## src/rtl/mac_pkg.sv

```systemverilog
// Shared definitions for the MAC row controller: FSM state encoding and the
// two-bit instruction codes driven onto a MAC row.
package mac_pkg;

    typedef enum logic [2:0] {
        ST_IDLE  = 3'd0,
        ST_LOAD  = 3'd1,
        ST_GAP   = 3'd2,
        ST_EXEC  = 3'd3,
        ST_DRAIN = 3'd4,
        ST_DONE  = 3'd5
    } state_t;

    // inst_w encoding: bit1 = execute, bit0 = kernel load
    localparam logic [1:0] INST_NOP  = 2'b00;
    localparam logic [1:0] INST_LOAD = 2'b01;
    localparam logic [1:0] INST_EXEC = 2'b10;

endpackage

```

## src/rtl/mac_row_ctrl.sv

```systemverilog
// Sequences one MAC row through kernel load, pipeline gap, execute and drain.
// Optional MAC_ROW_CTRL_PERF_EN adds a 16-bit busy-cycle counter output.
module mac_row_ctrl
    import mac_pkg::*;
#(
    parameter int bw     = 4,
    parameter int col    = 8,
    parameter int len_bw = 8
) (
    input  logic              clk,
    input  logic              reset,
    input  logic              start,
    input  logic [len_bw-1:0] exec_len,
    input  logic              cfg_mode,
    input  logic [bw-1:0]     data_in,
    input  logic              data_valid,
    output logic              data_ready,
    output logic [bw-1:0]     in_w,
    output logic [1:0]        inst_w,
    output logic              mode,
    input  logic [col-1:0]    row_valid,
    output logic              busy,
    output logic              done,
    output logic [len_bw-1:0] out_cnt
`ifdef MAC_ROW_CTRL_PERF_EN
    ,
    output logic [15:0]       perf_cycles
`endif
);

    // One phase counter serves LOAD, GAP and EXEC, so it must hold both ranges.
    localparam int COL_W = $clog2(col + 1);
    localparam int CNT_W = (len_bw > COL_W) ? len_bw : COL_W;
    localparam logic [CNT_W-1:0] LAST_COL = CNT_W'(col - 1);

    state_t            state;
    state_t            state_next;
    logic [CNT_W-1:0]  cnt;
    logic [len_bw-1:0] exec_len_q;
    logic              accept;
    logic              xfer;
    logic              last_col;
    logic              last_exec;
    logic              cnt_adv;

    assign accept    = (state == ST_IDLE) && start;
    assign xfer      = data_valid && data_ready;
    assign last_col  = (cnt == LAST_COL);
    assign last_exec = ((cnt + CNT_W'(1)) == CNT_W'(exec_len_q));
    assign cnt_adv   = (state == ST_GAP) || xfer;

    always_ff @(posedge clk) begin
        // NOTE: non-blocking so every register updates from the same pre-edge values.
        if (reset) begin
            state <= ST_IDLE;
        end else begin
            state <= state_next;
        end
    end

    always_comb begin
        // NOTE: default first so every path assigns state_next and no latch is inferred.
        state_next = state;
        unique case (state)
            ST_IDLE:  if (start)             state_next = ST_LOAD;
            ST_LOAD:  if (xfer && last_col)  state_next = ST_GAP;
            ST_GAP:   if (last_col)          state_next = (exec_len_q == '0) ? ST_DONE : ST_EXEC;
            ST_EXEC:  if (xfer && last_exec) state_next = ST_DRAIN;
            ST_DRAIN: if (out_cnt == exec_len_q) state_next = ST_DONE;
            ST_DONE:                         state_next = ST_IDLE;
            default:                         state_next = ST_IDLE;
        endcase
    end

    always_comb begin
        data_ready = 1'b0;
        busy       = 1'b1;
        done       = 1'b0;
        unique case (state)
            ST_IDLE:  busy       = 1'b0;
            ST_LOAD:  data_ready = 1'b1;
            ST_EXEC:  data_ready = 1'b1;
            ST_DONE:  done       = 1'b1;
            default:  ;
        endcase
    end

    // Row drive lags each transfer by one cycle; idle cycles become NOP bubbles.
    always_ff @(posedge clk) begin
        if (reset) begin
            cnt        <= '0;
            exec_len_q <= '0;
            mode       <= 1'b0;
            in_w       <= '0;
            inst_w     <= INST_NOP;
            out_cnt    <= '0;
        end else begin
            if (state_next != state) begin
                cnt <= '0;
            end else if (cnt_adv) begin
                cnt <= cnt + CNT_W'(1);
            end

            if (accept) begin
                exec_len_q <= exec_len;
                mode       <= cfg_mode;
            end

            inst_w <= INST_NOP;
            if (xfer) begin
                in_w   <= data_in;
                inst_w <= (state == ST_LOAD) ? INST_LOAD : INST_EXEC;
            end

            if (accept) begin
                out_cnt <= '0;
            end else if (busy && row_valid[col-1] && (out_cnt != '1)) begin
                out_cnt <= out_cnt + len_bw'(1);
            end
        end
    end

`ifdef MAC_ROW_CTRL_PERF_EN
    always_ff @(posedge clk) begin
        if (reset) begin
            perf_cycles <= '0;
        end else if (accept) begin
            perf_cycles <= '0;
        end else if (busy && (perf_cycles != 16'hFFFF)) begin
            perf_cycles <= perf_cycles + 16'd1;
        end
    end
`endif

endmodule

```

## config.mk

```make
export PLATFORM = sky130hd
export DESIGN_NAME = mac_row_ctrl
export DESIGN_NICKNAME = d
export VERILOG_FILES = /design/src/rtl/mac_pkg.sv /design/src/rtl/mac_row_ctrl.sv
export SDC_FILE = /design/constraint.sdc
export NUM_CORES = 1
export LEC_CHECK = 0
export CORE_MARGIN = 2
export CORE_UTILIZATION = 30
export CTS_BUF_LIST = sky130_fd_sc_hd__clkbuf_2 sky130_fd_sc_hd__clkbuf_4 sky130_fd_sc_hd__clkbuf_8
export DETAILED_ROUTE_END_ITERATION = 7
export HOLD_SLACK_MARGIN = 0.06
export PLACE_DENSITY_LB_ADDON = 0.1
export SETUP_SLACK_MARGIN = 0.5
export SYNTH_ARGS = -nofsm -noshare
export SYNTH_HDL_FRONTEND = slang
export SYNTH_SLANG_ARGS = --single-unit
```

## constraint.sdc

```tcl
create_clock -name clk -period 4.25 [get_ports clk]
set_input_delay 0.85 -clock clk [delete_from_list [all_inputs] [get_ports clk]]
set_output_delay 0.85 -clock clk [all_outputs]
set_load 0.1 [all_outputs]
```

==> results of run 1 <==
[worst max-delay path by stage]
stage,from,to,slack (ns),cells after the start
6_report,state[1],busy,1.16,3
5_1_grt,state[0],busy,1.04,3
4_1_cts,state[1],busy,1.14,3
3_5_place_dp,data_valid,cnt[3],1.38,7
3_3_place_gp,data_valid,cnt[0],1.38,7
2_1_floorplan,out_cnt[2],out_cnt[6],1.92,7
[through the flow]
step	utilization	hold WS (ns)	instance area, µm²	std cells
global placement	0.374	0.443	2200	316
finish	0.390	0.454	2300	324
floorplan	-	0.483	1810	216
global route	0.390	0.467	2300	324
CTS	0.390	0.455	2300	324
detailed placement	0.374	0.445	2200	316
[worst min-delay path, stage by stage (launching register included)]
cell and delay [ns]:
dfxtp_1 0.31, nand2_1 0.05, a21oi_1 0.05
[per-layer routing]
metal | track usage | up-vias | wire length (µm)
met1 | 0.182 | 696 | 2110
met4 | 0.0750 | 0 | 80
met5 | 0 | - | 0
li1 | - | 801 | -
met2 | 0.207 | 20 | 1830
met3 | 0.0352 | 7 | 129
[synth_stat cells (all sizes together)]
library cell / n / area [µm²]
dfxtp: 34 / 681
nand2: 34 / 128
a21oi: 22 / 110
nor2: 16 / 60.1
xor2: 16 / 140
xnor2: 15 / 131
nor3: 10 / 61.3
nand3: 8 / 45.0
buf: 6 / 42.5
clkbuf: 5 / 20.0
nand4: 5 / 31.3
o21ai: 5 / 25.0
and3: 4 / 25.0
nand2b: 4 / 25.0
nor4: 4 / 31.3
a31oi: 3 / 33.8
mux2i: 3 / 30.0
or3: 3 / 18.8
and2b: 2 / 15.0
and3b: 2 / 17.5
ha: 2 / 25.0
nor3b: 2 / 15.0
a311o: 1 / 11.3
a31o: 1 / 8.76
a41oi: 1 / 16.3
and2: 1 / 6.26
and4: 1 / 8.76
and4bb: 1 / 16.3
inv: 1 / 3.75
nand3b: 1 / 7.51
nor2b: 1 / 6.26
or2b: 1 / 7.51
or3b: 1 / 8.76
[state kept, by name (all words and copies together), names as in the netlist]
signal and count:
inst_w 2, in_w 4, out_cnt 8, exec_len_q 8, mode 1, state 3
cnt 8
[placed cells by master (no fill, tap or decap), drive strengths merged, types with 2 or more instances in the layout]
cell           instances
a21oi                 22
a31oi                  3
and2b                  2
and3                   4
and3b                  2
clkbuf                 7
clkdlybuf4s50         35
dfxtp                 34
ha                     2
mux2i                  3
nand2                 34
nand2b                 4
nand3                  8
nand4                  5
nor2                  16
nor3                  10
nor3b                  2
nor4                   4
o21ai                  5
or3                    3
xnor2                 15
xor2                  16
[where the power goes]
part	switching, mW	total (mW)	internal (mW)	leakage, nW
Sequential	0.0123	0.340	0.328	0.276
Clock	0.114	0.251	0.137	0.0517
Combinational	0.0748	0.121	0.0459	0.521
[cell type report]
type,instances,area share
clock buffer,7,0.0392
clock inverter,1,0.00218
inverter,1,0.00163
multi-input combinational,170,0.464
sequential,34,0.296
tap,75,0.0408
timing repair buffer,36,0.156
[cell families after synthesis]
kind of cell	share of synthesized area
multiplexers	0.0166
AND/OR/NAND/NOR	0.295
adder cells (fa/ha/maj)	0.0138
buffers and inverters	0.0366
AO/OA/AOI/OAI	0.113
XOR/XNOR	0.150
flip-flops	0.375
==> qor.csv, run 1 <==
stage,metric,value,unit
cts,H-tree levels,2,
critical_path,Buf/Inv on CP,2,
sta,Final Skew,0.00554,ns
hold_path,HP Class,flip-flop to flip-flop,
synth,Mapped Area,1810,µm²
sta,RSZ-0062 raised after global routing,no,
sta,FMAX,324,MHz
synth,cells after synthesis,216,
cells_and_area,Layout Nets,275,
critical_path,worst-path cell chain,nor3_1 -> inv_1 -> clkdlybuf4s50_1,
synth,yosys warns,0,
floorplan,Core ar.,5890,µm²
cells_and_area,fraction of layout cells with a size suffix above 1,0.0723,
sta,endpoints failing hold,0,
grt,total gr overflow,0,
critical_path,"delay-heaviest family, CP",buffers and inverters,
sta,Worst Tran Pin Value,0.974,ns
power,P per Cell Area,310,nW/µm²
sta,final number of setup-violating endpoints,0,
floorplan,io pins,43,
sta,fin crit period,3.09,ns
synth,post-synth cell types,40,
synth,sequential share of the synthesized area,0.375,
flow_run,Max-cap violations,0,
critical_path,Crit Path Class,flip-flop to output port,
routing,Vias,1524,
sta,Slew Limit Fails,0,
cells_and_area,Synth-to-Final Area Change,26.7,%
cts,CTS sink cnt,34,
cells_and_area,Multi-input gate area,1070,µm²
routing,Detailed Route WL,4150,µm
sta,Max-slew headroom,0.349,
floorplan,chip height,81.7,µm
outcome,status,"complete, no violations",
place,Setup WS pre-CTS,1.38,ns
cells_and_area,Seq. cell area,681,µm²
cts,TritonCTS Buffers,5,
floorplan,Core Rows,28,
critical_path,slowest cell delay on critical path,1.13,ns
place,DP Wirelength,3080,µm
cts,CTS tree,done,
place,input/output buffers,35,
cts,worst-skew pair later-pin latency,0.29,ns
cts,post_cts resized,0,
hold_path,min-delay src,in_w[3],
critical_path,Worst R2R Setup Slack,2.04,ns
critical_path,crit path DAT,2.24,ns
power,total power,0.712,mW
floorplan,chip width,81.7,µm
synth,"Avg Cell Area, Syn",8.39,µm²
synth,Synth Register Bits,34,
critical_path,slowest CP cell,clkdlybuf4s50_1,
critical_path,"critical path fanouts, max",14,
critical_path,Crit. End Element,output port,
power,Peak VDD IR,0.000112,V
routing,Vias per Instance,4.70,
routing,DRT Pass-1 Iters,4,
cells_and_area,Layout fillers,641,
critical_path,CP startpoint kind,flip-flop,
sta,Final Cycle Share,0.726,
floorplan,area of the die,6680,µm²
grt,Total GRT Usage,0.138,
critical_path,WP data required,3.40,ns
cells_and_area,Antenna Cells,0,
power,Leak,0.849,nW
hold_path,Hold Path End,in_w[3],
place,routability congestion estimate,0.750,
routing,Iter 0 DRT Violations,71,
synth,post-synthesis net count,243,
cts,clock transition at the registers of the reported paths,0.07,ns
critical_path,RR Endpoint,cnt[1],
hold_path,WHS Path Cells,2,
cts,clk root buf,clkbuf_8,
critical_path,r2r startpoint,cnt[0],
routing,routed len/inst,12.8,µm
floorplan,Initial Util,0.308,
grt,vias in the first global route,1460,
sta,Setup TNS,0,ns
sta,Setup WS post-layout,1.16,ns
grt,largest net degree at the start of global routing,20,
critical_path,depth of the most critical reg-to-reg path,7,
routing,DRC viols,0,
grt,first-pass GRT wire length,6930,µm
grt,initial antenna violation count,0,
cts,Longest Clk Path Bufs,2,
cts,CTS Hold Bufs,0,
cts,postcts setup bufs,0,
routing,Final ANT Viol Nets,0,
Note: power is estimated with default switching activity, not from simulation.
==> inputs of run 2 (changes only) <==
==> constraint.sdc (replaced) <==
create_clock -name clk -period 3.09 [get_ports clk]
set_input_delay 0.618 -clock clk [delete_from_list [all_inputs] [get_ports clk]]
set_output_delay 0.618 -clock clk [all_outputs]
set_load 0.1 [all_outputs]
==> run 2 against run 1 <==
Net effect: count of clock-buffer cells in the layout is the same; cell count grew 0.62%; wire length grew 0.12%; global-route usage grew 0.060 points; die area is the same; critical path type is now primary input to flip-flop; sequential share of layout area grew 0.39 points; highest routed layer unchanged; via count grew 1.9%; critical endpoint is now cnt[1]; critical path depth grew 4; flip-flop and latch count is the same; hold slack gained 0.00094 ns; sequential power grew 38%.
==> qor.csv, run 2 (synthesis results as in run 1) <==
stage,metric,value,unit
routing,Vias,1553,
routing,Iter 0 DRT Violations,55,
sta,final number of setup-violating endpoints,0,
sta,Slew Limit Fails,0,
routing,DRT Pass-1 Iters,4,
grt,total gr overflow,0,
routing,Vias per Instance,4.76,
cells_and_area,Synth-to-Final Area Change,25.1,%
cells_and_area,Antenna Cells,0,
cts,postcts setup bufs,0,
critical_path,depth of the most critical reg-to-reg path,6,
cts,Longest Clk Path Bufs,2,
sta,Worst Tran Pin Value,0.405,ns
cells_and_area,Layout fillers,629,
critical_path,Worst R2R Setup Slack,0.91,ns
sta,endpoints failing hold,0,
routing,Final ANT Viol Nets,0,
grt,largest net degree at the start of global routing,15,
power,Sw Pwr,0.285,mW
sta,Setup TNS,0,ns
sta,fin crit period,2.39,ns
sta,FMAX,419,MHz
cts,TritonCTS Buffers,5,
critical_path,Crit Path Class,primary input to flip-flop,
place,DP Wirelength,3090,µm
cells_and_area,fraction of layout cells with a size suffix above 1,0.151,
cells_and_area,Top Registers,"cnt x8, exec_len_q x8, out_cnt x8",
critical_path,WP data required,3.30,ns
cts,CTS tree,done,
floorplan,Core ar.,5890,µm²
hold_path,Hold Path End,in_w[1],
flow_run,Max-cap violations,0,
critical_path,r2r startpoint,state[0],
cts,clock transition at the registers of the reported paths,0.07,ns
grt,first-pass GRT wire length,7110,µm
cells_and_area,"commonest cells after routing, fill and taps aside","nand2_1 (34), dfxtp_1 (34), a21oi_1 (22)",
power,Leak,0.893,nW
place,dpl cells,318,
grt,initial antenna violation count,0,
hold_path,WHS Path Cells,2,
hold_path,HP Class,flip-flop to flip-flop,
sta,Final Cycle Share,0.772,
critical_path,CP startpoint kind,primary input,
power,Peak VDD IR,0.000131,V
sta,hold_ws,0.455,ns
hold_path,min-delay src,in_w[1],
cells_and_area,"non-filler cells, final",326,
sta,RSZ-0062 raised after global routing,no,
floorplan,io pins,43,
cts,CTS Hold Bufs,0,
floorplan,area of the die,6680,µm²
power,Gate power share,0.169,
power,P per Cell Area,436,nW/µm²
place,routability congestion estimate,0.733,
floorplan,Initial Util,0.308,
cells_and_area,Layout Nets,277,
critical_path,"critical path fanouts, max",8,
critical_path,crit path DAT,2.59,ns
power,Int Pwr,0.702,mW
cells_and_area,"Core Util, Final",0.385,
place,input/output buffers,35,
power,sequential power share,0.474,
outcome,status,"complete, no violations",
cts,worst-skew pair later-pin latency,0.29,ns
cts,post_cts resized,0,
sta,Final Skew,0.00946,ns
power,sw frac,0.289,
floorplan,Core Rows,28,
power,clock power share,0.358,
sta,Max-slew headroom,0.730,
critical_path,Crit. End Element,flip-flop,
routing,DRC viols,0,
grt,vias in the first global route,1461,
grt,Total GRT Usage,0.139,
routing,Detailed Route WL,4150,µm
critical_path,RR Endpoint,cnt[1],
cts,CTS sink cnt,34,
power,total power,0.987,mW
floorplan,chip width,81.7,µm
routing,routed len/inst,12.7,µm
cts,H-tree levels,2,
floorplan,chip height,81.7,µm
cts,clk root buf,clkbuf_8,
==> run 2: how the worst max path moves through the flow <==
stage / from / end / slack, ns / cells past startpoint
final: data_valid / cnt[1] / 0.70 / 7
after global routing: data_valid / cnt[0] / 0.64 / 7
after CTS: data_valid / cnt[0] / 0.70 / 7
after detailed placement: data_valid / cnt[3] / 0.42 / 7
after global placement: data_valid / cnt[0] / 0.44 / 7
after floorplan: out_cnt[2] / out_cnt[6] / 0.76 / 7
==> run 2: metrics by stage <==
step                setup WS [ns]  area, µm²
global placement            0.441       2170
finish                      0.704       2270
floorplan                   0.762       1810
detailed placement          0.421       2170
CTS                         0.700       2270
global route                0.640       2270
==> run 2: power groups by stage <==
stage,Combinational (mW),Sequential (mW),Clock (mW)
after detailed placement,0.168,0.478,0
after global routing,0.180,0.470,0.388
after floorplan,0.0921,0.502,0
after CTS,0.169,0.468,0.367
final,0.167,0.468,0.353
after global placement,0.168,0.478,0
==> run 2: layer usage <==
| layer | track usage | vias up | share of wire |
|---|---|---|---|
| li1 | - | 809 | - |
| met1 | 0.187 | 712 | 0.50 |
| met2 | 0.212 | 25 | 0.45 |
| met3 | 0.0385 | 7 | 0.035 |
| met4 | 0.0500 | 0 | 0.016 |
| met5 | 0 | - | 0 |
==> run 2: final cells by class <==
cell class,count,area [µm²],share of cell area
Inverter,1,3.75,0.00166
Clock inverter,1,5.00,0.00221
Tap cell,75,93.8,0.0414
Multi-Input combinational cell,170,1070,0.470
Timing Repair Buffer,38,328,0.145
Clock buffer,7,90.1,0.0397
Sequential cell,34,681,0.300
==> run 2: worst max-delay path: stages <==
cell and delay [ns]:
clkdlybuf4s50_1 0.47, and3b_1 0.40, a31oi_4 0.14, a41oi_2 0.20
a21oi_1 0.11, a311o_2 0.45, nor3_1 0.19
==> inputs of run 3 (changes only) <==
==> constraint.sdc (replaced) <==
create_clock -name clk -period 1.94 [get_ports clk]
set_input_delay 0.388 -clock clk [delete_from_list [all_inputs] [get_ports clk]]
set_output_delay 0.388 -clock clk [all_outputs]
set_load 0.1 [all_outputs]
==> run 3 against run 2 <==
Net effect: register-to-register slack worse by 0.87 ns; combinational power is 110% higher; die area stayed put; clock power is 49% higher; highest routed layer unchanged.
==> qor.csv, run 3 (synthesis results as in run 1) <==
stage,metric,value,unit
sta,final number of setup-violating endpoints,0,
sta,endpoints failing hold,0,
grt,initial antenna violation count,0,
routing,Vias per Instance,4.74,
grt,vias in the first global route,1703,
place,routability congestion estimate,0.724,
critical_path,slowest CP cell,a311o_2,
routing,Final ANT Viol Nets,0,
hold_path,WHS Path Cells,2,
cells_and_area,fraction of layout cells with a size suffix above 1,0.364,
floorplan,chip height,81.7,µm
floorplan,area of the die,6680,µm²
sta,Final Cycle Share,0.979,
critical_path,RR Endpoint,cnt[0],
sta,FMAX,527,MHz
cts,CTS Hold Bufs,0,
routing,Detailed Route WL,4680,µm
routing,DRC viols,0,
cells_and_area,Antenna Cells,0,
grt,first-pass GRT wire length,8160,µm
critical_path,worst-path cell chain,ha_4 -> and4bb_4 -> a31oi_4 -> a41oi_2 -> a21oi_2 -> a311o_2 -> nor3_1,
cells_and_area,Layout Nets,301,
cells_and_area,final instance area,2730,µm²
cells_and_area,Layout fillers,579,
hold_path,min-delay src,in_w[0],
critical_path,crit path DAT,2.10,ns
cts,clock transition at the registers of the reported paths,0.07,ns
cts,CTS tree,done,
floorplan,chip width,81.7,µm
cells_and_area,Top Registers,"cnt x8, exec_len_q x8, out_cnt x8",
sta,Slew Limit Fails,0,
cts,worst-skew pair later-pin latency,0.29,ns
critical_path,CP startpoint kind,flip-flop,
power,P per Cell Area,584,nW/µm²
cts,Longest Clk Path Bufs,2,
flow_run,Max-cap violations,0,
outcome,status,"complete, no violations",
cells_and_area,"commonest non-fill, non-tap cell in the layout",nand2_1,
routing,routed len/inst,13.4,µm
routing,Iter 0 DRT Violations,68,
sta,Setup WS post-layout,0.0415,ns
hold_path,Hold Path End,in_w[0],
cts,H-tree levels,2,
place,Setup WS pre-CTS,-0.262,ns
critical_path,Buf/Inv on CP,0,
cts,clk root buf,clkbuf_8,
cells_and_area,"Core Util, Final",0.464,
cells_and_area,Synth-to-Final Area Change,50.5,%
hold_path,HP Class,flip-flop to flip-flop,
cts,CTS sink cnt,34,
critical_path,Worst R2R Setup Slack,0.04,ns
critical_path,depth of the most critical reg-to-reg path,7,
power,Leak,1.05,nW
critical_path,r2r startpoint,cnt[0],
sta,fin crit period,1.90,ns
sta,Setup TNS,0,ns
routing,DRT Pass-1 Iters,4,
floorplan,Core Rows,28,
place,input/output buffers,35,
place,DP Wirelength,3370,µm
grt,Total GRT Usage,0.160,
sta,RSZ-0062 raised after global routing,yes,
power,Peak VDD IR,0.000271,V
sta,Max-slew headroom,0.754,
floorplan,Core ar.,5890,µm²
critical_path,Crit Path Class,flip-flop to flip-flop,
sta,Final Skew,0.00504,ns
critical_path,WP data required,2.15,ns
floorplan,Initial Util,0.308,
grt,total gr overflow,0,
critical_path,Crit. End Element,flip-flop,
critical_path,"critical path fanouts, max",8,
cells_and_area,"commonest cells after routing, fill and taps aside","nand2_1 (33), buf_4 (30), a21oi_1 (17), dfxtp_1 (17)",
power,total power,1.59,mW
floorplan,io pins,43,
routing,Vias,1660,
place,Area after DPL,2400,µm²
grt,largest net degree at the start of global routing,17,
critical_path,slowest cell delay on critical path,0.46,ns
cts,TritonCTS Buffers,5,
critical_path,"delay-heaviest family, CP",compound AO/OA/AOI/OAI gates,
sta,Worst Tran Pin Value,0.369,ns
-- run 3: cell types whose count changed in the layout (fill, tap and decap cells not counted), sizes merged --
cell and change:
buf +24, clkinv +1, clkdlybuf4s50 -1, clkbuf -1, dlymetal6s2s +1
-- run 3: worst min-delay path, cell delays in order, from the launching register on --
cell and delay (ns):
dfxtp_1 0.31, nand2_1 0.05, a21oi_1 0.05
-- run 3: metrics by stage --
stage,instances,hold WS [ns]
6_report,350,0.459
5_1_grt,350,0.481
4_1_cts,349,0.461
3_5_place_dp,328,0.451
3_3_place_gp,328,0.446
2_1_floorplan,216,0.483
-- run 3: cell type report --
cell class              count  area [µm²]  area share
clock buffers               6        76.3      0.0280
repair buffers             62         614       0.225
multi-input cells         170        1190       0.438
inverters                   1        6.26     0.00229
clock inverters             2        8.76     0.00321
flip-flops and latches     34         734       0.269
well taps                  75        93.8      0.0344
-- run 3: power by group --
part	internal (mW)	switching [mW]	total (mW)
combinational	0.151	0.192	0.343
sequential	0.702	0.0236	0.726
clock	0.261	0.265	0.526
-- run 3: worst max path at each step --
stage,startpoint,endpoint,slack [ns],cells past startpoint
final,cnt[0],cnt[0],0.04,7
after global routing,cnt[0],cnt[0],-0.04,7
after CTS,data_valid,cnt[0],0.07,7
after detailed placement,data_valid,cnt[0],-0.26,7
after global placement,data_valid,cnt[0],-0.24,7
after floorplan,cnt[0],cnt[1],0.24,7
-- run 3: routing by layer --
metal / wire (µm) / global-route usage
met5: 0 / 0
met4: 71 / 0.0550
met3: 158 / 0.0396
met2: 2230 / 0.251
met1: 2220 / 0.215
-- run 3: what timing repair did --
item	4_1_cts	5_1_grt
setup buffers	13	1
setup endpoints to repair	18	25
pin swaps	16	6
resized for setup	13	26
